--- config.mk ---
export PLATFORM = sky130hd
export DESIGN_NAME = alu
export DESIGN_NICKNAME = d
export VERILOG_FILES = /design/src/rtl/alu.sv
export SDC_FILE = /design/constraint.sdc
export NUM_CORES = 1
export LEC_CHECK = 0
export BUFFER_PORTS_ARGS = -buffer_cell sky130_fd_sc_hd__buf_2
export CAP_MARGIN = 20
export CORE_AREA = 5 5 156 158
export DETAILED_ROUTE_END_ITERATION = 8
export DIE_AREA = 0 0 161 163
export GPL_TIMING_DRIVEN = 0
export PLACE_DENSITY = 0.73
export SKIP_CTS_REPAIR_TIMING = 1
export SYNTH_ARGS = -nofsm -noshare
export SYNTH_HDL_FRONTEND = slang
export SYNTH_SLANG_ARGS = --single-unit
--- constraint.sdc ---
create_clock -name clk -period 9.7 [get_ports clk]
set_input_delay 0.485 -clock clk [delete_from_list [all_inputs] [get_ports clk]]
set_output_delay 0.485 -clock clk [all_outputs]
set_load 0.02 [all_outputs]
--- src/rtl/alu.sv ---
// Multi-cycle unsigned ALU with add, subtract, multiply and divide.
// Add, subtract and divide-by-zero finish in one cycle. Multiply (shift-add)
// and divide (restoring) each take WIDTH iteration cycles plus one
// completion cycle, whatever the operand values.
module alu #(
  parameter int WIDTH = 32
) (
  input  logic             clk,
  input  logic             rst,
  input  logic             start,
  input  logic [WIDTH-1:0] a,
  input  logic [WIDTH-1:0] b,
  input  logic [1:0]       opcode,
  output logic [WIDTH-1:0] result,
  output logic             ready,
  output logic             div_zero
);

  localparam int CW = $clog2(WIDTH) + 1;

  localparam logic [1:0] OP_ADD = 2'b00;
  localparam logic [1:0] OP_SUB = 2'b01;
  localparam logic [1:0] OP_MUL = 2'b10;
  localparam logic [1:0] OP_DIV = 2'b11;

  typedef enum logic [1:0] {
    IDLE = 2'd0,
    BUSY = 2'd1,
    DONE = 2'd2
  } state_t;

  state_t           state_q, state_d;
  logic [1:0]       op_q, op_d;
  // Multiply: a_q is the left-shifting multiplicand and b_q the
  // right-shifting multiplier. Divide: a_q is the dividend, which shifts out
  // while the quotient bits shift in; b_q holds the divisor unchanged.
  logic [WIDTH-1:0] a_q, a_d;
  logic [WIDTH-1:0] b_q, b_d;
  // Multiply: running product. Divide: partial remainder. The extra bit
  // is the borrow of the trial subtraction.
  logic [WIDTH:0]   acc_q, acc_d;
  logic [CW-1:0]    cnt_q, cnt_d;
  logic [WIDTH-1:0] result_q, result_d;
  logic             dz_q, dz_d;

  logic [WIDTH:0]   rem_shift;
  logic [WIDTH:0]   rem_diff;

  // State and datapath registers, cleared immediately by rst
  always_ff @(posedge clk or posedge rst) begin
    if (rst) begin
      state_q  <= IDLE;
      op_q     <= '0;
      a_q      <= '0;
      b_q      <= '0;
      acc_q    <= '0;
      cnt_q    <= '0;
      result_q <= '0;
      dz_q     <= 1'b0;
    end else begin
      state_q  <= state_d;
      op_q     <= op_d;
      a_q      <= a_d;
      b_q      <= b_d;
      acc_q    <= acc_d;
      cnt_q    <= cnt_d;
      result_q <= result_d;
      dz_q     <= dz_d;
    end
  end

  // Next-state, iteration step and completion logic
  always_comb begin
    state_d  = state_q;
    op_d     = op_q;
    a_d      = a_q;
    b_d      = b_q;
    acc_d    = acc_q;
    cnt_d    = cnt_q;
    result_d = result_q;
    dz_d     = dz_q;

    // One restoring-division step: shift in the next dividend bit, then try
    // to subtract the divisor. A set top bit means the subtraction borrowed.
    rem_shift = {acc_q[WIDTH-1:0], a_q[WIDTH-1]};
    rem_diff  = rem_shift - {1'b0, b_q};

    case (state_q)
      IDLE: begin
        if (start) begin
          op_d  = opcode;
          a_d   = a;
          b_d   = b;
          acc_d = '0;
          cnt_d = '0;
          // Only multiply and a real divide need the iteration phase.
          if (opcode == OP_MUL || (opcode == OP_DIV && b != '0)) begin
            state_d = BUSY;
          end else begin
            state_d = DONE;
          end
        end
      end

      BUSY: begin
        cnt_d = cnt_q + 1'b1;
        if (op_q == OP_MUL) begin
          if (b_q[0]) begin
            acc_d = acc_q + {1'b0, a_q};
          end
          a_d = a_q << 1;
          b_d = b_q >> 1;
        end else begin
          if (!rem_diff[WIDTH]) begin
            acc_d = rem_diff;
            a_d   = {a_q[WIDTH-2:0], 1'b1};
          end else begin
            acc_d = rem_shift;
            a_d   = {a_q[WIDTH-2:0], 1'b0};
          end
        end
        if (cnt_q == CW'(WIDTH - 1)) begin
          state_d = DONE;
        end
      end

      DONE: begin
        // result and div_zero change only here, on the edge back to IDLE.
        dz_d = 1'b0;
        case (op_q)
          OP_ADD: result_d = a_q + b_q;
          OP_SUB: result_d = a_q - b_q;
          OP_MUL: result_d = acc_q[WIDTH-1:0];
          default: begin
            if (b_q == '0) begin
              result_d = '1;
              dz_d     = 1'b1;
            end else begin
              result_d = a_q;
            end
          end
        endcase
        state_d = IDLE;
      end

      default: state_d = IDLE;
    endcase
  end

  assign result   = result_q;
  assign div_zero = dz_q;
  assign ready    = (state_q == IDLE);

endmodule

==> out/metrics.yaml, run 1 <==
run_status:
  outcome: "finished clean"
yosys:
  postSynth.asyncResetShare_pct: 100
  synth_edf_count: 0
  synth_area_per_cell_sq_um: 7.91
  synth_top_area_cell: "dfrtp_1"
  yosysSeqAreaShare_pct: 28.2
  netlist_area_sq_um: 12400
  synth.top_cell.area_share_pct: 28.2
  synthesis.nets: 1730
  synth-main-ff-cell: "dfrtp_1"
  synthCells: 1562
  yosys_warnings: 0
  ys_ff_latch: 139
  synth_cell_type_count: 72
  yosys-top-cells-area: "dfrtp_1 28%, ha_1 9.7%, nand2_1 5.5%"
layout:
  post-route-util_pct: 60.4
  syn2layout_area_growth_pct: 12.4
  fillCellCount: 2078
  fin_area_sq_um: 13900
  nets: 1852
  layout-drive-gt1-share_pct: 9.72
  num_antenna_cells: 0
clocking:
  tritoncts: "built"
  clock-sinks: 139
  clk_pin_slew_ns: 0.07
  cts-htree-levels: 4
  root_buffer: "clkbuf_16"
  clockBufferDepth: 2
  clock_latency_ns: 0.44
  cts_made_buffers: 17
sta:
  hold_viol_final: 0
  layout_min_cycle_time_ns: 5.48
  slew_violations: 0
  finalSetupViolations: 0
  rsz0062_at_grt: "false"
  setup_tns_ns: 0
  whs_ns: 0.0915
  period_share_pct: 56.5
  finClkSkew_ns: 0.0108
  max_freq_ghz: 0.182
  tightest_slew_ns: 0.986
  maxSlewHeadroom_pct: 34.3
worst_setup_path:
  critical_path_required_ns: 10.01
  reg2reg_to: "result[28]"
  slowest_stage: "or4_4"
  path_cells: "or4_4, or3_4, or3_4, nor2_1, a31oi_1, xnor2_1, ha_1, clkbuf_1, and3_1, and3_1, and2_1, a22o_1, a31oi_1, o31ai_1, o211ai_1, o31ai_1, o32a_1"
  rrSetupSlack_ns: 4.22
  crit_cells: 17
  worstSetupEndpoint: "result[28]"
  crit_start: "b_q[10]"
  r2r_cells: 17
  cp.arrival_ns: 5.79
  worstPathMaxFanout: 8
  crit_path_end_kind: "flop"
  r2r-start: "b_q[10]"
  slowest_delay_ns: 0.57
  worstSetupStartpointType: "flop"
  crit_type: "reg2reg"
  critPathTopFamily: "simple AND/OR/NAND/NOR gates"
  critPathBufInv: 1
floorplanning:
  initial_utilization_pct: 53.8
  fp.coreArea_sq_um: 23000
  die_x_um: 161
  num_io_pins: 103
  die_area_sq_um: 26200
  rows: 56
  die_y_um: 163
place:
  port_buffers: 102
  dpl.hpwl_mm: 32.2
  place.gp.congestion: 0.972
  postPlaceCellArea_sq_um: 13300
global_route:
  grt_pass1_wl_mm: 63.9
  gr-total-overflow: 0
  grt_max_degree: 87
  grt_pass1_vias: 11800
  grt_usage_pct: 31.0
  antenna_found_initial: 0
routing:
  route.detailed.drc: 0
  dr.pass1.iters: 7
  via_count: 12300
  drt_wl_total_mm: 41.0
  vias_per_cell: 6.20
  drtAntennaViolNets: 0
  wl_per_cell_um: 20.6
  drt-initial-drc-count: 1460
worst_hold_path:
  hold_class: "in2async"
job:
  maxCapViolations: 0
-- registers in the layout, indices dropped and copies added (netlist names) --
register and flops:
a_q 32, div_zero 1, b_q 32, state_q 2, op_q 2, acc_q 32
cnt_q 6, result 32
-- Yosys cell counts (16+ instances only) --
master	instances
a211oi_1	17
a21o_1	64
a21oi_1	132
a31oi_1	55
and3_1	20
clkbuf_1	61
dfrtp_1	139
ha_1	96
inv_1	59
mux2i_1	56
nand2_1	182
nand3_1	27
nor2_1	152
nor2b_1	16
nor3_1	20
o21ai_0	122
o21ai_1	18
o31ai_1	17
xnor2_1	70
xor2_1	39
-- layer usage --
layer / vias to the layer above / GRT usage, % / routed length (um)
li1: 5911 / - / -
met4: 0 / 12.0 / 1550
met1: 5715 / 42.5 / 17900
met2: 594 / 47.9 / 17500
met5: - / 0 / 0
met3: 108 / 7.24 / 4040
-- cell families (layout without fill, tap and decap cells) --
| group | Yosys count | after routing | synth area share [%] |
|---|---|---|---|
| compound gates | 529 | 529 | 26.7 |
| xor+xnor | 109 | 109 | 7.73 |
| fa+ha+maj | 99 | 99 | 10.2 |
| buf+inv | 135 | 270 | 4.37 |
| flops | 139 | 139 | 28.2 |
| mux | 57 | 57 | 4.63 |
| simple gates | 494 | 494 | 18.2 |
-- cell usage in the layout (no fill, tap or decap), drive strengths merged, types with 14 or more instances in the layout --
cell type / count
xnor2: 70
dfrtp: 139
buf: 117
nor2: 153
o31ai: 17
a22oi: 14
a21o: 64
o21ai: 140
xor2: 39
nor2b: 16
a211oi: 17
and3: 20
nor3: 21
mux2i: 56
nand4: 14
a31oi: 55
inv: 62
ha: 96
clkbuf: 82
nand3: 28
nand2: 182
a21oi: 132
o21a: 15
-- cell type report --
cell class                      count  area [sq um]  area share [%]
Buffer                             76           319            2.30
Tap cell                          290           363            2.61
Sequential cell                   139          3480            25.0
Clock inverter                     12           160            1.15
Timing Repair Buffer              103           538            3.87
Clock buffer                       20           467            3.36
Inverter                           59           226            1.63
Multi-Input combinational cell   1288          8340            60.0
-- worst reg2reg max path, delay by kind of cell, from the launching register on --
kind / cells / cell delay (ns)
buffers and inverters: 1 / 0.19
xor gates and xnor gates: 1 / 0.41
and+or+nand+nor: 7 / 2.25
DFF: 1 / 0.44
AOI/OAI and AO/OA: 7 / 1.74
adders and majority gates: 1 / 0.32
-- worst min path at each step --
stage	to	slack (ns)
finish	result[2]	0.09
detailed placement	cnt_q[5]	0.47
global route	result[2]	0.14
global placement	cnt_q[5]	0.46
CTS	result[2]	0.11
floorplan	cnt_q[5]	0.45
-- stage by stage --
step / std cells / setup slack (ns)
after floorplan: 1562 / 5.28
after global placement: 1954 / 3.76
after detailed placement: 1955 / 4.37
after CTS: 1987 / 4.32
after global routing: 1987 / 4.04
final: 1987 / 4.22
Power of run 1 is not shown: default switching activity piles up to over one toggle a cycle in this logic, so the estimate is an artifact.
==> inputs of run 2 (changes only) <==
PLACE_DENSITY = 0.76   (was 0.73)
clock period = 4.4 ns   (was 9.7 ns; I/O delays follow)
==> run 2 against run 1 <==
  * The flow now finishes with violations (setup timing)
  * Cell count increased by 0.86%
  * Setup slack got worse by 4.4 ns
  * Maximum frequency increased by 21%
  * Non-clock buffer count increased by 17
  * Core utilization increased by 1.7 points
==> out/metrics.yaml, run 2 (synthesis gave the netlist of run 1 again) <==
routing:
  drt-initial-drc-count: 1324  # -9.3%
  route.detailed.drc: 0  # unchanged
  via_count: 12500  # +1.7%
  drt_wl_total_mm: 41.1  # +0.29%
  vias_per_cell: 6.25  # +0.80%
  dr.pass1.iters: 6  # -1
  drtAntennaViolNets: 0  # unchanged
  wl_per_cell_um: 20.5  # -0.56%
worst_setup_path:
  crit_cells: 16  # -1
  slowest_stage: "or4_4"
  path_cells: "or4_4, or3_4, or3_4, nor3_4, a21oi_2, xnor2_2, ha_4, and3_4, and3_4, and2_4, a22o_1, a31oi_4, o31ai_4, o211ai_1, o31ai_1, o32a_1"
  critPathBufInv: 0  # -1
  critPathTopFamily: "simple AND/OR/NAND/NOR gates"
  crit_path_end_kind: "flop"
  r2r_cells: 16  # -1
  worstPathMaxFanout: 5  # -3
  crit_start: "b_q[10]"
  worstSetupStartpointType: "flop"
  rrSetupSlack_ns: -0.14  # -4.36 ns
  reg2reg_to: "result[28]"
  cp.arrival_ns: 4.85  # -0.94 ns
  critical_path_required_ns: 4.72  # -5.29 ns
  r2r-start: "b_q[10]"
  slowest_delay_ns: 0.52  # -0.05 ns
  crit_type: "reg2reg"
  worstSetupEndpoint: "result[28]"
layout:
  syn2layout_area_growth_pct: 15.5
  num_antenna_cells: 0  # unchanged
  stdcell_count: 2004  # +0.86%
  layout-drive-gt1-share_pct: 13.1  # +3.4 points
  nets: 1869  # +0.92%
  fin_area_sq_um: 14300  # +2.8%
  layout_commonest_cell: "nand2_1"
  final_cell_mix: "182 x nand2_1, 150 x nor2_1, 136 x dfrtp_1"
sta:
  finalSetupViolations: 2  # +2
  whs_ns: 0.00748  # -0.0840 ns
  max_freq_ghz: 0.220  # +21%
  maxSlewHeadroom_pct: 37.7  # +3.4 points
  finClkSkew_ns: 0.0110  # +0.000179 ns
  setup_slack_ns: -0.139  # -4.36 ns
  slew_violations: 0  # unchanged
  rsz0062_at_grt: "true"
  hold_viol_final: 0  # unchanged
  layout_min_cycle_time_ns: 4.54  # -0.945 ns
  period_share_pct: 103  # +47 points
  tightest_slew_ns: 0.935  # -0.0515 ns
floorplanning:
  num_io_pins: 103  # unchanged
  die_x_um: 161  # unchanged
  initial_utilization_pct: 53.8  # unchanged
  rows: 56  # unchanged
  die_area_sq_um: 26200  # unchanged
  die_y_um: 163  # unchanged
  fp.coreArea_sq_um: 23000  # unchanged
global_route:
  antenna_found_initial: 1  # +1
  grt_pass1_wl_mm: 63.5  # -0.73%
  grt_pass1_vias: 11700  # -0.67%
  grt_usage_pct: 30.7  # -0.38 points
  gr-total-overflow: 0  # unchanged
  grt_max_degree: 74  # -15%
clocking:
  clock-sinks: 139  # unchanged
  cts-htree-levels: 4  # unchanged
  tritoncts: "built"
  clock_latency_ns: 0.43  # about the same
  clk_pin_slew_ns: 0.07  # about the same
  root_buffer: "clkbuf_16"
  cts_made_buffers: 17  # unchanged
  clockBufferDepth: 2  # unchanged
place:
  port_buffers: 102  # unchanged
  place.gp.congestion: 0.971  # about the same
  dpl.hpwl_mm: 32.1  # -0.49%
  placed_cells: 1955  # unchanged
  postPlaceCellArea_sq_um: 13300  # about the same
run_status:
  violations: "setup timing"
  outcome: "finished, violations left"
worst_hold_path:
  hold_class: "in2reg"
job:
  maxCapViolations: 0  # unchanged
## run 2: cell count changes in the layout (fill, tap and decap cells not counted), moves of 4 or more
cell      before  now
o21ai_0      122  117
xnor2_2        0   12
buf_4          0   19
ha_1          96   92
o21ai_1       18   23
xnor2_1       70   58
nand3_2        1    5
clkbuf_1      61   55
nand3_1       27   23
clkinv_2       1    5
## run 2: routing by layer
layer	routed length [um]	up-vias	global-route usage [%]
li1	-	5948	-
met1	17800	5810	44.1
met2	17700	667	47.1
met3	3950	106	4.15
met4	1630	2	11.8
met5	7	-	0
## run 2: final cells by class
type,instances,area (sq um)
fillers,2082,8710
multi-input cells,1288,8590
flip-flops and latches,139,3480
repair buffers,122,683
clock buffers,18,439
well taps,290,363
plain buffers,74,327
inverters,59,226
clock inverters,14,166
## run 2: metrics by stage
step / util, % / worst slack (ns) / TNS, ns
after floorplan: - / 0.0352 / 0
after global placement: 57.6 / -1.26 / -180.83
after detailed placement: 57.7 / -0.849 / -10.27
after CTS: 60.4 / -0.844 / -11.59
after global routing: 62.1 / -0.180 / -0.625
final: 62.1 / -0.139 / -0.214
## run 2: worst reg2reg max path: cells and delay by family (launching register included)
kind                       cells  cell delay (ns)
adders and majority gates      1             0.29
and+or+nand+nor                7             2.04
xor gates and xnor gates       1             0.35
DFF                            1             0.42
AOI/OAI and AO/OA              7             1.32
## run 2: worst min path at each step
stage                   start         to  slack, ns  depth (start not counted)
CTS                       rst  result[6]       -0.1                          2
global placement    opcode[0]    op_q[0]       0.44                          3
detailed placement        rst  result[6]       0.35                          2
floorplan           opcode[0]    op_q[0]       0.33                          2
finish              opcode[1]    op_q[1]      0.007                          3
global route        opcode[0]    op_q[0]       0.02                          3
Power of run 2 is left out for the same reason.
==> inputs of run 3 (changes only) <==
CTS_BUF_LIST = sky130_fd_sc_hd__clkbuf_8   (was unset)
==> run 3 against run 2 <==
  * The run ends with hold timing, setup timing left
  * Flip-flop and latch count stayed put
  * Global-route usage shrank 0.21 points
  * Worst hold slack lost 0.030 ns
  * Highest routed layer unchanged
  * First-iteration DRC count rose by 2.3%
  * Core utilization shrank 0.65 points
==> out/metrics.yaml, run 3 (synthesis gave the netlist of run 1 again) <==
global_route:
  met3_usage_pct: 4.68  # +0.53 points
  gr-total-overflow: 0  # unchanged
  grt_usage_pct: 30.4  # -0.21 points
  grt_pass1_wl_mm: 62.9  # -0.91%
  grt_max_degree: 74  # unchanged
  grt_pass1_vias: 11500  # -1.3%
  antenna_found_initial: 1  # unchanged
  grtUsageMet1_pct: 43.6  # -0.52 points
  grt.busiest_layer: "met2"
  use_met2_pct: 46.9  # -0.21 points
routing:
  via_count: 12500  # -0.36%
  drt_wl_total_mm: 40.9  # -0.54%
  dr.pass1.iters: 7  # +1
  vias_per_cell: 6.23  # -0.41%
  drtAntennaViolNets: 0  # unchanged
  wl_per_cell_um: 20.4  # -0.59%
  drt-initial-drc-count: 1354  # +2.3%
  route.detailed.drc: 0  # unchanged
sta:
  finalSetupViolations: 2  # unchanged
  slew_violations: 0  # unchanged
  period_share_pct: 102  # -1.1 points
  finClkSkew_ns: 0.0153  # +0.00432 ns
  whs_ns: -0.0229  # -0.0304 ns
  tightest_slew_ns: 0.950  # +0.0158 ns
  max_freq_ghz: 0.223  # +1.0%
  hold_viol_final: 16  # +16
  rsz0062_at_grt: "true"
  layout_min_cycle_time_ns: 4.49  # -0.0471 ns
  setup_slack_ns: -0.0919  # +0.0471 ns
  maxSlewHeadroom_pct: 36.6  # -1.1 points
floorplanning:
  initial_utilization_pct: 53.8  # unchanged
  fp.coreArea_sq_um: 23000  # unchanged
  num_io_pins: 103  # unchanged
  die_y_um: 163  # unchanged
  die_area_sq_um: 26200  # unchanged
  rows: 56  # unchanged
  die_x_um: 161  # unchanged
layout:
  nets: 1870  # +0.054%
  post-route-util_pct: 61.4  # -0.65 points
  num_antenna_cells: 0  # unchanged
  layout-drive-gt1-share_pct: 13.2  # +0.051 points
  multi_input_area_sq_um: 8610  # +0.31%
  layout_commonest_cell: "nand2_1"
  fillCellCount: 2130  # +2.3%
  final_cell_mix: "182 x nand2_1, 150 x nor2_1, 136 x dfrtp_1"
  seq_area_sq_um: 3480  # unchanged
  syn2layout_area_growth_pct: 14.3
worst_setup_path:
  critical_path_required_ns: 4.77  # +0.05 ns
  reg2reg_to: "result[28]"
  crit_type: "reg2reg"
  rrSetupSlack_ns: -0.09  # +0.05 ns
  worstPathMaxFanout: 5  # unchanged
  crit_path_end_kind: "flop"
  cp.arrival_ns: 4.86  # about the same
  r2r_cells: 16  # unchanged
  r2r-start: "b_q[10]"
  worstSetupStartpointType: "flop"
clocking:
  clock-sinks: 139  # unchanged
  root_buffer: "clkbuf_8"
  cts_made_buffers: 17  # unchanged
  tritoncts: "built"
  clockBufferDepth: 2  # unchanged
  clk_pin_slew_ns: 0.09  # +0.02 ns
  clock_latency_ns: 0.48  # +0.05 ns
  cts-htree-levels: 4  # unchanged
run_status:
  outcome: "finished, violations left"
  violations: "hold timing, setup timing"
worst_hold_path:
  min_from: "a[3]"
  min_path_cells: 3  # unchanged
  hold_class: "in2reg"
  hold_end: "a_q[3]"
place:
  port_buffers: 102  # unchanged
  dpl.hpwl_mm: 32.1  # unchanged
  place.gp.congestion: 0.971  # unchanged
job:
  maxCapViolations: 0  # unchanged
==> run 3: final cells by class <==
class	instances	share of cell area, %
well taps	290	2.57
multi-input cells	1288	61.0
clock inverters	14	1.18
plain buffers	74	2.31
flip-flops and latches	139	24.7
inverters	59	1.60
clock buffers	18	1.75
repair buffers	123	4.94
==> run 3: worst max-delay path: stages, from the launching register on <==
cell	delay, ns
dfrtp_2	0.42
or4_4	0.52
or3_4	0.39
or3_4	0.38
nor3_4	0.23
a21oi_2	0.11
xnor2_2	0.35
ha_4	0.28
and3_4	0.18
and3_4	0.18
and2_4	0.16
a22o_1	0.23
a31oi_4	0.26
o31ai_4	0.11
o211ai_1	0.19
o31ai_1	0.09
o32a_1	0.29
==> run 3: how the worst max path moves through the flow <==
stage                  from    endpoint  slack, ns
floorplan           b_q[10]  result[30]       0.04
global placement        rst     b_q[29]      -1.26
detailed placement  b_q[10]  result[30]      -0.85
CTS                 b_q[10]  result[28]      -0.85
global route        b_q[10]  result[28]      -0.18
finish              b_q[10]  result[28]      -0.09
==> run 3: metrics by stage <==
step / worst slack [ns] / instances / TNS [ns] / instance area (sq um) / hold slack, ns
after floorplan: 0.0352 / 1562 / 0 / 12400 / 0.325
after global placement: -1.26 / 1954 / -180.83 / 13200 / 0.435
after detailed placement: -0.849 / 1955 / -10.27 / 13300 / 0.350
after CTS: -0.849 / 1987 / -11.53 / 13700 / -0.152
after global routing: -0.180 / 2005 / -0.453 / 14100 / -0.00171
final: -0.0919 / 2005 / -0.148 / 14100 / -0.0229
==> run 3: metal layers <==
metal / part of all wire, % / wire [um]
met5: 0.017 / 7
met4: 3.5 / 1430
met3: 9.6 / 3910
met2: 43 / 17700
met1: 44 / 17800
Power of run 3 is left out for the same reason.
